$ cat src/rtl/axi_lite_cmd_master.sv
// Single-outstanding AXI-lite initiator: local cmd/rsp handshake in, one AW+W/B or AR/R transaction out.
// Optional watchdog on the response phase is built when AXIL_MST_TIMEOUT_EN is defined.
module axi_lite_cmd_master #(
   parameter int DATA_SIZE      = 32,
   parameter int ADDR_SIZE      = 32,
   parameter int ID_SIZE        = 4,
   parameter int TIMEOUT_CYCLES = 256
) (
   input  logic                   clk_i,
   input  logic                   reset_n_i,
   input  logic                   cmd_valid_i,
   output logic                   cmd_ready_o,
   input  logic                   cmd_write_i,
   input  logic [ADDR_SIZE-1:0]   cmd_addr_i,
   input  logic [DATA_SIZE-1:0]   cmd_wdata_i,
   input  logic [ID_SIZE-1:0]     cmd_id_i,
   output logic                   rsp_valid_o,
   input  logic                   rsp_ready_i,
   output logic                   rsp_write_o,
   output logic [DATA_SIZE-1:0]   rsp_rdata_o,
   output logic [1:0]             rsp_resp_o,
   output logic [ID_SIZE-1:0]     rsp_id_o,
   output logic                   rsp_timeout_o,
   output logic                   awvalid_o,
   input  logic                   awready_i,
   output logic [ADDR_SIZE-1:0]   awaddr_o,
   output logic [ID_SIZE-1:0]     awid_o,
   output logic                   wvalid_o,
   input  logic                   wready_i,
   output logic [DATA_SIZE-1:0]   wdata_o,
   output logic [DATA_SIZE/8-1:0] wstrb_o,
   input  logic                   bvalid_i,
   output logic                   bready_o,
   input  logic [1:0]             bresp_i,
   input  logic [ID_SIZE-1:0]     bid_i,
   output logic                   arvalid_o,
   input  logic                   arready_i,
   output logic [ADDR_SIZE-1:0]   araddr_o,
   output logic [ID_SIZE-1:0]     arid_o,
   input  logic                   rvalid_i,
   output logic                   rready_o,
   input  logic [DATA_SIZE-1:0]   rdata_i,
   input  logic [1:0]             rresp_i,
   input  logic [ID_SIZE-1:0]     rid_i
);

   typedef enum logic [2:0] {IDLE, WR_REQ, WR_RESP, RD_REQ, RD_RESP, RSP} state_e;

`ifdef AXIL_MST_TIMEOUT_EN
   localparam logic IDLE_ABSORB = 1'b1;
   localparam int   CNT_W       = $clog2(TIMEOUT_CYCLES + 1);
   localparam logic [CNT_W-1:0] CNT_LAST = CNT_W'(TIMEOUT_CYCLES - 1);
   logic [CNT_W-1:0] cnt_q, cnt_d;
   logic             write_q, write_d;
   logic             rsp_timeout_q, rsp_timeout_d;
`else
   localparam logic IDLE_ABSORB = 1'b0;
`endif

   state_e                 state_q, state_d;
   logic                   cmd_ready_q, cmd_ready_d;
   logic                   awvalid_q, awvalid_d, wvalid_q, wvalid_d, arvalid_q, arvalid_d;
   logic                   bready_q, bready_d, rready_q, rready_d;
   logic [ADDR_SIZE-1:0]   addr_q, addr_d;
   logic [DATA_SIZE-1:0]   wdata_q, wdata_d;
   logic [ID_SIZE-1:0]     id_q, id_d;
   logic                   rsp_valid_q, rsp_valid_d, rsp_write_q, rsp_write_d;
   logic [DATA_SIZE-1:0]   rsp_rdata_q, rsp_rdata_d;
   logic [1:0]             rsp_resp_q, rsp_resp_d;
   logic [ID_SIZE-1:0]     rsp_id_q, rsp_id_d;

   always_comb begin
      state_d     = state_q;
      cmd_ready_d = cmd_ready_q;
      awvalid_d   = awvalid_q;
      wvalid_d    = wvalid_q;
      arvalid_d   = arvalid_q;
      bready_d    = bready_q;
      rready_d    = rready_q;
      addr_d      = addr_q;
      wdata_d     = wdata_q;
      id_d        = id_q;
      rsp_valid_d = rsp_valid_q;
      rsp_write_d = rsp_write_q;
      rsp_rdata_d = rsp_rdata_q;
      rsp_resp_d  = rsp_resp_q;
      rsp_id_d    = rsp_id_q;
`ifdef AXIL_MST_TIMEOUT_EN
      cnt_d         = cnt_q;
      write_d       = write_q;
      rsp_timeout_d = rsp_timeout_q;
`endif
      case (state_q)
         IDLE: begin
            cmd_ready_d = 1'b1;
            bready_d    = IDLE_ABSORB;
            rready_d    = IDLE_ABSORB;
            if (cmd_valid_i && cmd_ready_q) begin
               cmd_ready_d = 1'b0;
               bready_d    = 1'b0;
               rready_d    = 1'b0;
               addr_d      = cmd_addr_i;
               wdata_d     = cmd_wdata_i;
               id_d        = cmd_id_i;
`ifdef AXIL_MST_TIMEOUT_EN
               write_d     = cmd_write_i;
`endif
               if (cmd_write_i) begin
                  state_d   = WR_REQ;
                  awvalid_d = 1'b1;
                  wvalid_d  = 1'b1;
               end else begin
                  state_d   = RD_REQ;
                  arvalid_d = 1'b1;
               end
            end
         end
         WR_REQ: begin
            // AW and W complete independently; a channel already done counts as done
            if (awready_i) awvalid_d = 1'b0;
            if (wready_i)  wvalid_d  = 1'b0;
            if ((!awvalid_q || awready_i) && (!wvalid_q || wready_i)) begin
               state_d  = WR_RESP;
               bready_d = 1'b1;
            end
         end
         WR_RESP: begin
            if (bvalid_i) begin
               state_d     = RSP;
               bready_d    = 1'b0;
               rsp_valid_d = 1'b1;
               rsp_write_d = 1'b1;
               rsp_rdata_d = '0;
               rsp_resp_d  = bresp_i;
               rsp_id_d    = bid_i;
            end
         end
         RD_REQ: begin
            if (arready_i) begin
               state_d   = RD_RESP;
               arvalid_d = 1'b0;
               rready_d  = 1'b1;
            end
         end
         RD_RESP: begin
            if (rvalid_i) begin
               state_d     = RSP;
               rready_d    = 1'b0;
               rsp_valid_d = 1'b1;
               rsp_write_d = 1'b0;
               rsp_rdata_d = rdata_i;
               rsp_resp_d  = rresp_i;
               rsp_id_d    = rid_i;
            end
         end
         RSP: begin
            if (rsp_ready_i) begin
               state_d     = IDLE;
               rsp_valid_d = 1'b0;
               cmd_ready_d = 1'b1;
               bready_d    = IDLE_ABSORB;
               rready_d    = IDLE_ABSORB;
            end
         end
         default: state_d = IDLE;
      endcase
`ifdef AXIL_MST_TIMEOUT_EN
      if (state_q == IDLE) begin
         cnt_d         = '0;
         rsp_timeout_d = 1'b0;
      end else if (state_q != RSP) begin
         cnt_d = cnt_q + 1'b1;
         // A real response in the expiry cycle still wins over the watchdog
         if (cnt_q == CNT_LAST && state_d != RSP) begin
            state_d       = RSP;
            awvalid_d     = 1'b0;
            wvalid_d      = 1'b0;
            arvalid_d     = 1'b0;
            bready_d      = 1'b0;
            rready_d      = 1'b0;
            rsp_valid_d   = 1'b1;
            rsp_write_d   = write_q;
            rsp_rdata_d   = '0;
            rsp_resp_d    = 2'b11;
            rsp_id_d      = id_q;
            rsp_timeout_d = 1'b1;
         end
      end
`endif
   end

   always_ff @(posedge clk_i or negedge reset_n_i) begin
      if (!reset_n_i) begin
         state_q     <= IDLE;
         cmd_ready_q <= 1'b0;
         awvalid_q   <= 1'b0;
         wvalid_q    <= 1'b0;
         arvalid_q   <= 1'b0;
         bready_q    <= 1'b0;
         rready_q    <= 1'b0;
         addr_q      <= '0;
         wdata_q     <= '0;
         id_q        <= '0;
         rsp_valid_q <= 1'b0;
         rsp_write_q <= 1'b0;
         rsp_rdata_q <= '0;
         rsp_resp_q  <= '0;
         rsp_id_q    <= '0;
`ifdef AXIL_MST_TIMEOUT_EN
         cnt_q         <= '0;
         write_q       <= 1'b0;
         rsp_timeout_q <= 1'b0;
`endif
      end else begin
         state_q     <= state_d;
         cmd_ready_q <= cmd_ready_d;
         awvalid_q   <= awvalid_d;
         wvalid_q    <= wvalid_d;
         arvalid_q   <= arvalid_d;
         bready_q    <= bready_d;
         rready_q    <= rready_d;
         addr_q      <= addr_d;
         wdata_q     <= wdata_d;
         id_q        <= id_d;
         rsp_valid_q <= rsp_valid_d;
         rsp_write_q <= rsp_write_d;
         rsp_rdata_q <= rsp_rdata_d;
         rsp_resp_q  <= rsp_resp_d;
         rsp_id_q    <= rsp_id_d;
`ifdef AXIL_MST_TIMEOUT_EN
         cnt_q         <= cnt_d;
         write_q       <= write_d;
         rsp_timeout_q <= rsp_timeout_d;
`endif
      end
   end

   assign cmd_ready_o = cmd_ready_q;
   assign rsp_valid_o = rsp_valid_q;
   assign rsp_write_o = rsp_write_q;
   assign rsp_rdata_o = rsp_rdata_q;
   assign rsp_resp_o  = rsp_resp_q;
   assign rsp_id_o    = rsp_id_q;
`ifdef AXIL_MST_TIMEOUT_EN
   assign rsp_timeout_o = rsp_timeout_q;
`else
   assign rsp_timeout_o = 1'b0;
`endif
   assign awvalid_o = awvalid_q;
   assign awaddr_o  = addr_q;
   assign awid_o    = id_q;
   assign wvalid_o  = wvalid_q;
   assign wdata_o   = wdata_q;
   // Full-word strobes, held low outside a W beat so every output idles at zero
   assign wstrb_o   = {(DATA_SIZE/8){wvalid_q}};
   assign bready_o  = bready_q;
   assign arvalid_o = arvalid_q;
   assign araddr_o  = addr_q;
   assign arid_o    = id_q;
   assign rready_o  = rready_q;

endmodule

$ cat config.mk
export PLATFORM = sky130hd
export DESIGN_NAME = axi_lite_cmd_master
export DESIGN_NICKNAME = d
export VERILOG_FILES = /design/src/rtl/axi_lite_cmd_master.sv
export SDC_FILE = /design/constraint.sdc
export NUM_CORES = 1
export LEC_CHECK = 0
export CAP_MARGIN = 20
export CORE_ASPECT_RATIO = 1.1
export CORE_MARGIN = 3
export CORE_UTILIZATION = 36
export CTS_BUF_LIST = sky130_fd_sc_hd__clkbuf_4
export DETAILED_ROUTE_END_ITERATION = 12
export HOLD_SLACK_MARGIN = 0.06
export PLACE_DENSITY = 0.79
export SYNTH_ARGS = -nofsm -noshare
export SYNTH_HDL_FRONTEND = slang
export SYNTH_SLANG_ARGS = --single-unit
$ cat constraint.sdc
create_clock -name clk_i -period 1.7 [get_ports clk_i]
set_input_delay 0.51 -clock clk_i [delete_from_list [all_inputs] [get_ports clk_i]]
set_output_delay 0.51 -clock clk_i [all_outputs]
set_load 0.02 [all_outputs]
Yosys cells after proc, flatten, opt, wreduce, memory -nomap -nowiden --
Cells that the tools add are included.
Storage, ports and cells: register bits 117, bits of input ports 122, output and inout port bits 155, word-level logic and storage cells 95
Cells by class: equality and inequality tests 15, multiplexer cells 41, reductions and logical operators 24
Operators with widths (number):
- 32-bit 2-to-1 mux | 2
- 32-bit one-hot mux with 2 select lines | 1
- 4-bit AND reduction | 6
- 2-bit != test (second input constant) | 10
- 3-bit 2-to-1 mux | 6
- 3-bit one-hot mux with 6 select lines | 1
- 1-bit 2-to-1 mux | 16
- 1-bit one-hot mux with 2 select lines | 5
- 4-bit 2-to-1 mux | 2
- 1-bit one-hot mux with 4 select lines | 2
- 4-bit one-hot mux with 2 select lines | 1
- 2-bit nonzero test | 4
- 4-bit nonzero test | 2
- 3-bit by 2-bit equality test with 1-bit output (second input constant) | 2
- 3-bit equality test (second input constant) | 2
- 2-bit 2-to-1 mux | 3
- 6-bit AND reduction | 1
- 2-bit one-hot mux with 2 select lines | 1
- 2-bit AND reduction | 2
- 3-bit by 1-bit equality test with 1-bit output (second input constant) | 1
- 3-bit logical NOT | 1
- 1-bit one-hot mux with 3 select lines | 1
- 3-bit AND reduction | 1
- 3-bit nonzero test | 1
- other kinds (3) | 6

Logic depth before layout (Yosys ltp) --
Gate-level depths: netlist (run 1).
depth in word-level cells 5, gate-level depth with buffers 6, gate-level depth less buffers 3

Worst setup path before layout (run 1) --
OpenSTA, ideal clock, no wires.
path kind register to register, start register state_q[1], end register rsp_id_q[0], in the netlist rsp_id_o[0], library setup time 0.125 ns, data arrival time 1.488 ns, data required time 1.575 ns, slack 0.087 ns, stages on the path, launching flop included 5, path buffers 1, period minus slack after synthesis 1.613 ns, path through dfrtp_1 -> buf_2 -> nor3b_2 -> mux2_2 -> mux2_2
Between the ends: cells in the longest elaborated chain, start to end 3, elaborated cells between the ends (all ways) 7, those cells by class eq/ne: 4; mux: 1; reduce/logical: 2
RTL lines:
- start: declaration | line 60 | state_e state_q, state_d;
- start signal: assignment | line 215 | state_q <= state_d;
- 3-bit equality test / 3-bit by 2-bit equality test with 1-bit output (equally long branches) | line 93 | case (state_q)
- 2-bit != test (no source line) / 2-bit nonzero test (equally long branches)
- 3-bit AND reduction (no source line)
- end signal: assignment | line 229 | rsp_id_q <= rsp_id_d;
- end: declaration | line 70 | logic [ID_SIZE-1:0] rsp_id_q, rsp_id_d;
Several ways; a longest one is shown, not always the timed one. A chain may end at the register's enable or synchronous reset.

Worst setup path in the final report (run 1) --
start register wvalid_q, in the netlist wvalid_o, end output port wstrb_o[2]
RTL lines:
- start: declaration | line 62 | logic awvalid_q, awvalid_d, wvalid_q, wvalid_d, arvalid_q, arvalid_d;
- start signal: assignment | line 218 | wvalid_q <= wvalid_d;
- end: declaration | line 31 | output logic [DATA_SIZE/8-1:0] wstrb_o,
No word-level cell between the ends.

==> flow_summary_export.csv, run 1 <==
group,metric,value,unit
outcome,status,"completed",
floorplanning,row_count,44,
critical_path,cp.arrival,1150,ps
clock_tree,numCtsBuffers,17,
pwr,p_per_area,2040,mW/mm²
synth,netlist_area,0.00500,mm²
drt,ant_nets,0,
grt,grt_pass1_wl,22000,µm
synth,synthAdderAreaFrac,0,%
floorplanning,coreArea,0.0134,mm²
critical_path,crit_family,"flip-flops",
critical_path,slowest_delay,490,ps
pwr,vdd_ir_drop_max,0.000774,V
drt,dr.pass1.iters,4,
synth,yosys.area.top_type,"dfrtp_1",
critical_path,path_max_fanout,6,
synth,syn_avg_cell_area,14.5,µm²
clock_tree,clock-sinks,117,
critical_path,crit_chain,"buf_6",
synth,synth-seq-cells,117,
clock_tree,path_clk_slew,130,ps
synth,synth_mux_area_share,19.5,%
drt,drcViolationCount,0,
clock_tree,clock_path_buffers,2,
final_layout,multiInputGateArea,0.00161,mm²
sta,slew_viol_final,0,
pwr,p_leak,3.59,nW
critical_path,crit_path_end_kind,"primary output",
clock_tree,h-tree-depth,4,
grt,use_met1,21.1,%
sta,worst_clock_skew,27.5,ps
drt,vias,3821,
critical_path,slowest_stage,"dfrtp_2",
final_layout,antennaDiodeCount,0,
grt,use_met2,31.3,%
synth,synth_top_family_by_area,"multiplexers",
synth,synth-xor-area-share,0,%
critical_path,critical_path_required,1190,ps
run,max_cap_viol_count,0,
sta,final-hold-violation-count,0,
critical_path,startpoint_type,"flop",
synth,post_synth_and_or_nand_nor_area_fraction,3.98,%
drt,wl,14200,µm
drt,drt_iter0_drc,118,
placement,io_buffer_count,275,
floorplanning,die_x,118,µm
grt,grt_max_degree,55,
final_layout,layout.nets,740,
final_layout,drive_above_1_share,49.1,%
drt,wire_per_inst,17.4,µm
clock_tree,insertion_delay,510,ps
synth,netlist_top_cells_area,"dfrtp_1 (59%), mux2_2 (14%), buf_4 (6.9%)",
floorplanning,start_util,37.4,%
critical_path,crit_type,"flop to primary output",
worst_hold_path,hp-class,"primary input to async pin",
grt,grt_antenna_before_repair,0,
floorplanning,die_y,130,µm
grt,grt-ovfl-total,0,
sta,period_needed,1660,ps
synth,synth_cell_types,39,
final_layout,seq_area,0.00293,mm²
grt,grt.busiest_layer,"met2",
synth,synth-seq-area-share,58.5,%
final_layout,layout-area-overhead-vs-synth,49.8,%
clock_tree,root_buffer,"clkbuf_4",
floorplanning,design.die.area,0.0153,mm²
pwr,p_total,15.3,mW
clock_tree,tritoncts,"done",
grt,use_met3,6.11,%
synth,ys.flop_type,"dfrtp_1",
grt,track_usage,18.2,%
floorplanning,io_pins,277,
drt,vias_per_cell,4.69,
synth,synth-compound-area-share,8.68,%
synth,synth_edf_count,0,
synth,syn_inst,345,
sta,fmax,601,MHz
placement,place.gp.congestion,0.826,
final_layout,final_cell_mix,"buf_2 (141), clkdlybuf4s50_1 (120), dfrtp_1 (114), mux2_2 (60), buf_4 (34)",
synth,synth_nets,467,
placement,dp_cells,768,
synth,synth_top_area_share,58.5,%
final_layout,final_cells,815,
synth,async_reset_ff_share,100,%
placement,hpwlAfterDp,10800,µm
sta,period_share,97.8,%
critical_path,path_buf_inv,1,
sta,setup_viol,0,
final_layout,layout_commonest_cell,"buf_2",
synth,ys_warn_count,0,
sta,rsz0062_at_grt,"true",
grt,grt_pass1_vias,4086,
final_layout,utilization,56.0,%
final_layout,n_fill_cell,1159,
[synthesized netlist by cell type, types with 2 or more instances]
cell type,count
a22o_1,32
a2bb2oi_1,3
mux2_2,60
buf_4,46
nor4_1,2
nor2b_1,6
o21ai_0,3
nand3_1,2
a21oi_1,3
a21o_1,3
mux2_4,20
buf_12,2
dfrtp_1,117
nand2b_1,3
inv_1,4
nand2_1,7
clkbuf_1,3
nand3b_1,2
buf_2,7
[registers in the layout (all words and copies together) (netlist names)]
name / count
rsp_write_o: 1
cmd_ready_o: 1
wdata_o: 32
bready_o: 1
rsp_resp_o: 2
wvalid_o: 1
rready_o: 1
arvalid_o: 1
arid_o: 4
rsp_id_o: 4
araddr_o: 32
rsp_valid_o: 1
state_q: 3
awvalid_o: 1
rsp_rdata_o: 32
[cell type report]
class	count	area share (%)
clock inverters	14	2.05
inverters	4	0.200
clock buffers	18	1.80
repair buffers	313	32.2
flip-flops and latches	117	39.1
well taps	184	3.07
multi-input cells	165	21.5
[layer usage]
metal  up-vias  share of wire [%]
li1       1737                  -
met1      1860                 39
met2       203                 51
met3        21                8.3
met4         0                1.8
met5         -                  0
[worst paths after layout]
path / cells past startpoint / slack [ps] / endpoint / from
min: 2 / 410 / wdata_o[1] / reset_n_i
max: 1 / 40 / wstrb_o[2] / wvalid_o
max reg2reg: 5 / 80 / rsp_id_o[3] / state_q[0]
min reg2reg: 1 / 500 / rsp_rdata_o[24] / rsp_rdata_o[24]
max in group asynchronous: 3 / 710 / rsp_rdata_o[15] / reset_n_i
min in group clk_i: 1 / 500 / rsp_rdata_o[24] / rsp_rdata_o[24]
[per-stage QoR]
| stage | hold WS, ps | setup TNS (ps) | instance area (µm²) | setup slack (ps) |
|---|---|---|---|---|
| after floorplan | 214 | 0 | 5000 | 87.3 |
| after global placement | 398 | -28450 | 7780 | -379 |
| after detailed placement | 398 | -29600 | 7780 | -399 |
| after CTS | 350 | -110 | 7430 | -48.6 |
| after global routing | 369 | -188 | 7490 | -36.1 |
| final | 411 | 0 | 7490 | 37.2 |
[logic make-up (layout without fill, tap and decap cells)]
logic type / count (synthesis) / after routing
AOI/OAI and AO/OA: 53 / 53
buffers and inverters: 63 / 349
DFF: 117 / 117
muxes: 80 / 80
other: 1 / 1
and+or+nand+nor: 31 / 31
[what timing repair did]
item,in CTS,in global routing
cloned,0,0
hold buffers,1,0
endpoints found under the hold margin,15,0
resized for setup,629,17
setup buffers,12,2
endpoints found under the setup margin,154,13
[report_power, final]
part	internal, mW	switching (mW)
combinational	3.71	4.46
sequential	4.16	0.879
clock	0.905	1.14
Note: power is estimated with default switching activity, not from simulation.
==> run 2, diff against run 1 <==
- CORE_MARGIN: 3 -> not set
==> run 2 against run 1 <==
  * Sequential power grew 0.8%
  * Largest cell class unchanged
  * First-iteration DRC count grew 5.1%
  * Fmax grew 1.2%
  * Critical path type unchanged
  * Highest routed layer unchanged
  * Clock-buffer cell count is the same
  * Setup slack gained 20 ps
==> flow_summary_export.csv, run 2 (synthesis results as in run 1) <==
group,metric,value,unit
drt,vias_per_cell,4.71,
clock_tree,clock-sinks,117,
placement,io_buffer_count,275,
drt,vias,3807,
sta,post-route-worst-setup-slack,56.9,ps
sta,period_share,96.7,%
drt,drcViolationCount,0,
placement,place.gp.congestion,0.788,
outcome,status,"completed",
critical_path,path_buf_inv,1,
critical_path,crit_family,"flip-flops",
placement,pre_cts_slack,-374,ps
final_layout,seq_area,0.00293,mm²
grt,grt_pass1_wl,21400,µm
placement,hpwlAfterDp,10400,µm
floorplanning,row_count,44,
grt,use_met2,34.2,%
grt,grt-ovfl-total,0,
final_layout,layout-area-overhead-vs-synth,51.2,%
run,max_cap_viol_count,0,
sta,fmax,609,MHz
floorplanning,coreArea,0.0134,mm²
pwr,p_total,15.6,mW
floorplanning,design.die.area,0.0144,mm²
worst_hold_path,hp-class,"primary input to async pin",
critical_path,crit_path_end_kind,"primary output",
pwr,vdd_ir_drop_max,0.000759,V
final_layout,layout_commonest_cell,"buf_2",
sta,setup_viol,0,
critical_path,crit_type,"flop to primary output",
critical_path,crit_chain,"buf_4",
final_layout,antennaDiodeCount,0,
drt,dr.pass1.iters,4,
clock_tree,clock_path_buffers,2,
clock_tree,tritoncts,"done",
sta,slew_viol_final,0,
final_layout,layout.nets,736,
grt,grt_pass1_vias,4024,
pwr,p_leak,3.61,nW
grt,grt_antenna_before_repair,0,
clock_tree,h-tree-depth,4,
pwr,combPwrFrac,53.4,%
pwr,p_int,9.17,mW
clock_tree,numCtsBuffers,17,
pwr,switching_share,41.1,%
drt,wire_per_inst,17.4,µm
clock_tree,root_buffer,"clkbuf_4",
floorplanning,start_util,37.4,%
grt,track_usage,19.7,%
grt,use_met1,21.5,%
floorplanning,die_x,114,µm
grt,grt.busiest_layer,"met2",
grt,grt_max_degree,49,
sta,worst_clock_skew,14.9,ps
sta,rsz0062_at_grt,"true",
clock_tree,path_clk_slew,100,ps
critical_path,slowest_delay,450,ps
critical_path,ff2ff_path_depth,4,
sta,period_needed,1640,ps
pwr,p_clk_share,14.0,%
sta,final-hold-violation-count,0,
floorplanning,io_pins,277,
critical_path,startpoint_type,"flop",
critical_path,crit_cells,1,
drt,wl,14100,µm
pwr,p_per_area,2060,mW/mm²
final_layout,final_cell_mix,"buf_2 (126), clkdlybuf4s50_1 (120), dfrtp_1 (115), mux2_2 (60), buf_4 (37)",
critical_path,path_max_fanout,6,
critical_path,cp.arrival,1130,ps
drt,drt_iter0_drc,124,
pwr,p_seq_share,32.6,%
drt,ant_nets,0,
sta,whs,462,ps
critical_path,critical_path_required,1190,ps
critical_path,slowest_stage,"dfrtp_2",
clock_tree,insertion_delay,520,ps
grt,use_met3,7.70,%
final_layout,multiInputGateArea,0.00162,mm²
final_layout,n_fill_cell,1160,
pwr,p_switching,6.39,mW
floorplanning,die_y,126,µm
final_layout,drive_above_1_share,48.5,%
==> run 2: cell count changes in the layout (fill, tap and decap cells not counted), moves of 2 or more <==
cell and delta:
inv_6 -3, bufinv_16 +2, clkinv_4 -5, buf_2 -15
buf_6 +7, buf_4 +3, clkinv_2 +3
==> run 2: per-layer routing <==
layer	up-vias	wire [µm]
met2	189	7210
met5	-	0
met1	1861	5340
li1	1738	-
met3	19	1250
met4	0	271
==> run 2: repair_timing <==
item	4_1_cts	5_1_grt
resized for setup	625	48
endpoints found under the hold margin	26	0
setup buffers	8	5
gates cloned	0	1
setup endpoints to repair	154	43
hold buffers	1	0
==> run 2: metrics by stage <==
stage                     cell area, µm²  TNS, ps  utilization, %  std cells
final                               7560        0            56.5        809
after global routing                7560     -334            56.5        809
after CTS                           7360    -16.7            55.0        803
after detailed placement            7750   -28330            58.0        764
after global placement              7750   -24960            58.0        764
after floorplan                     5000        0               -        345
==> run 2: layout make-up <==
class                           count  area share [%]
Sequential cell                   117            38.7
Multi-Input combinational cell    165            21.5
Timing Repair Buffer              309            32.6
Clock buffer                       18            1.79
Tap cell                          184            3.04
Clock inverter                     12            2.15
Inverter                            4           0.198
==> run 2: power by group through the flow <==
stage | Clock (mW) | Sequential (mW) | Combinational [mW]
3_3_place_gp | 0 | 5.10 | 9.32
2_1_floorplan | 0 | 6.65 | 3.89
6_report | 2.17 | 5.08 | 8.31
3_5_place_dp | 0 | 5.16 | 9.49
4_1_cts | 2.26 | 5.04 | 7.96
5_1_grt | 2.39 | 5.26 | 8.78
==> run 2: final timing paths <==
path / startpoint / slack, ps / endpoint
setup / recovery: wvalid_o / 60 / wstrb_o[1]
setup reg to reg: state_q[1] / 80 / araddr_o[31]
max in group asynchronous: reset_n_i / 640 / wvalid_o
min in group clk_i: arvalid_o / 500 / arvalid_o
hold reg to reg: arvalid_o / 500 / arvalid_o
hold / removal: reset_n_i / 460 / arid_o[0]
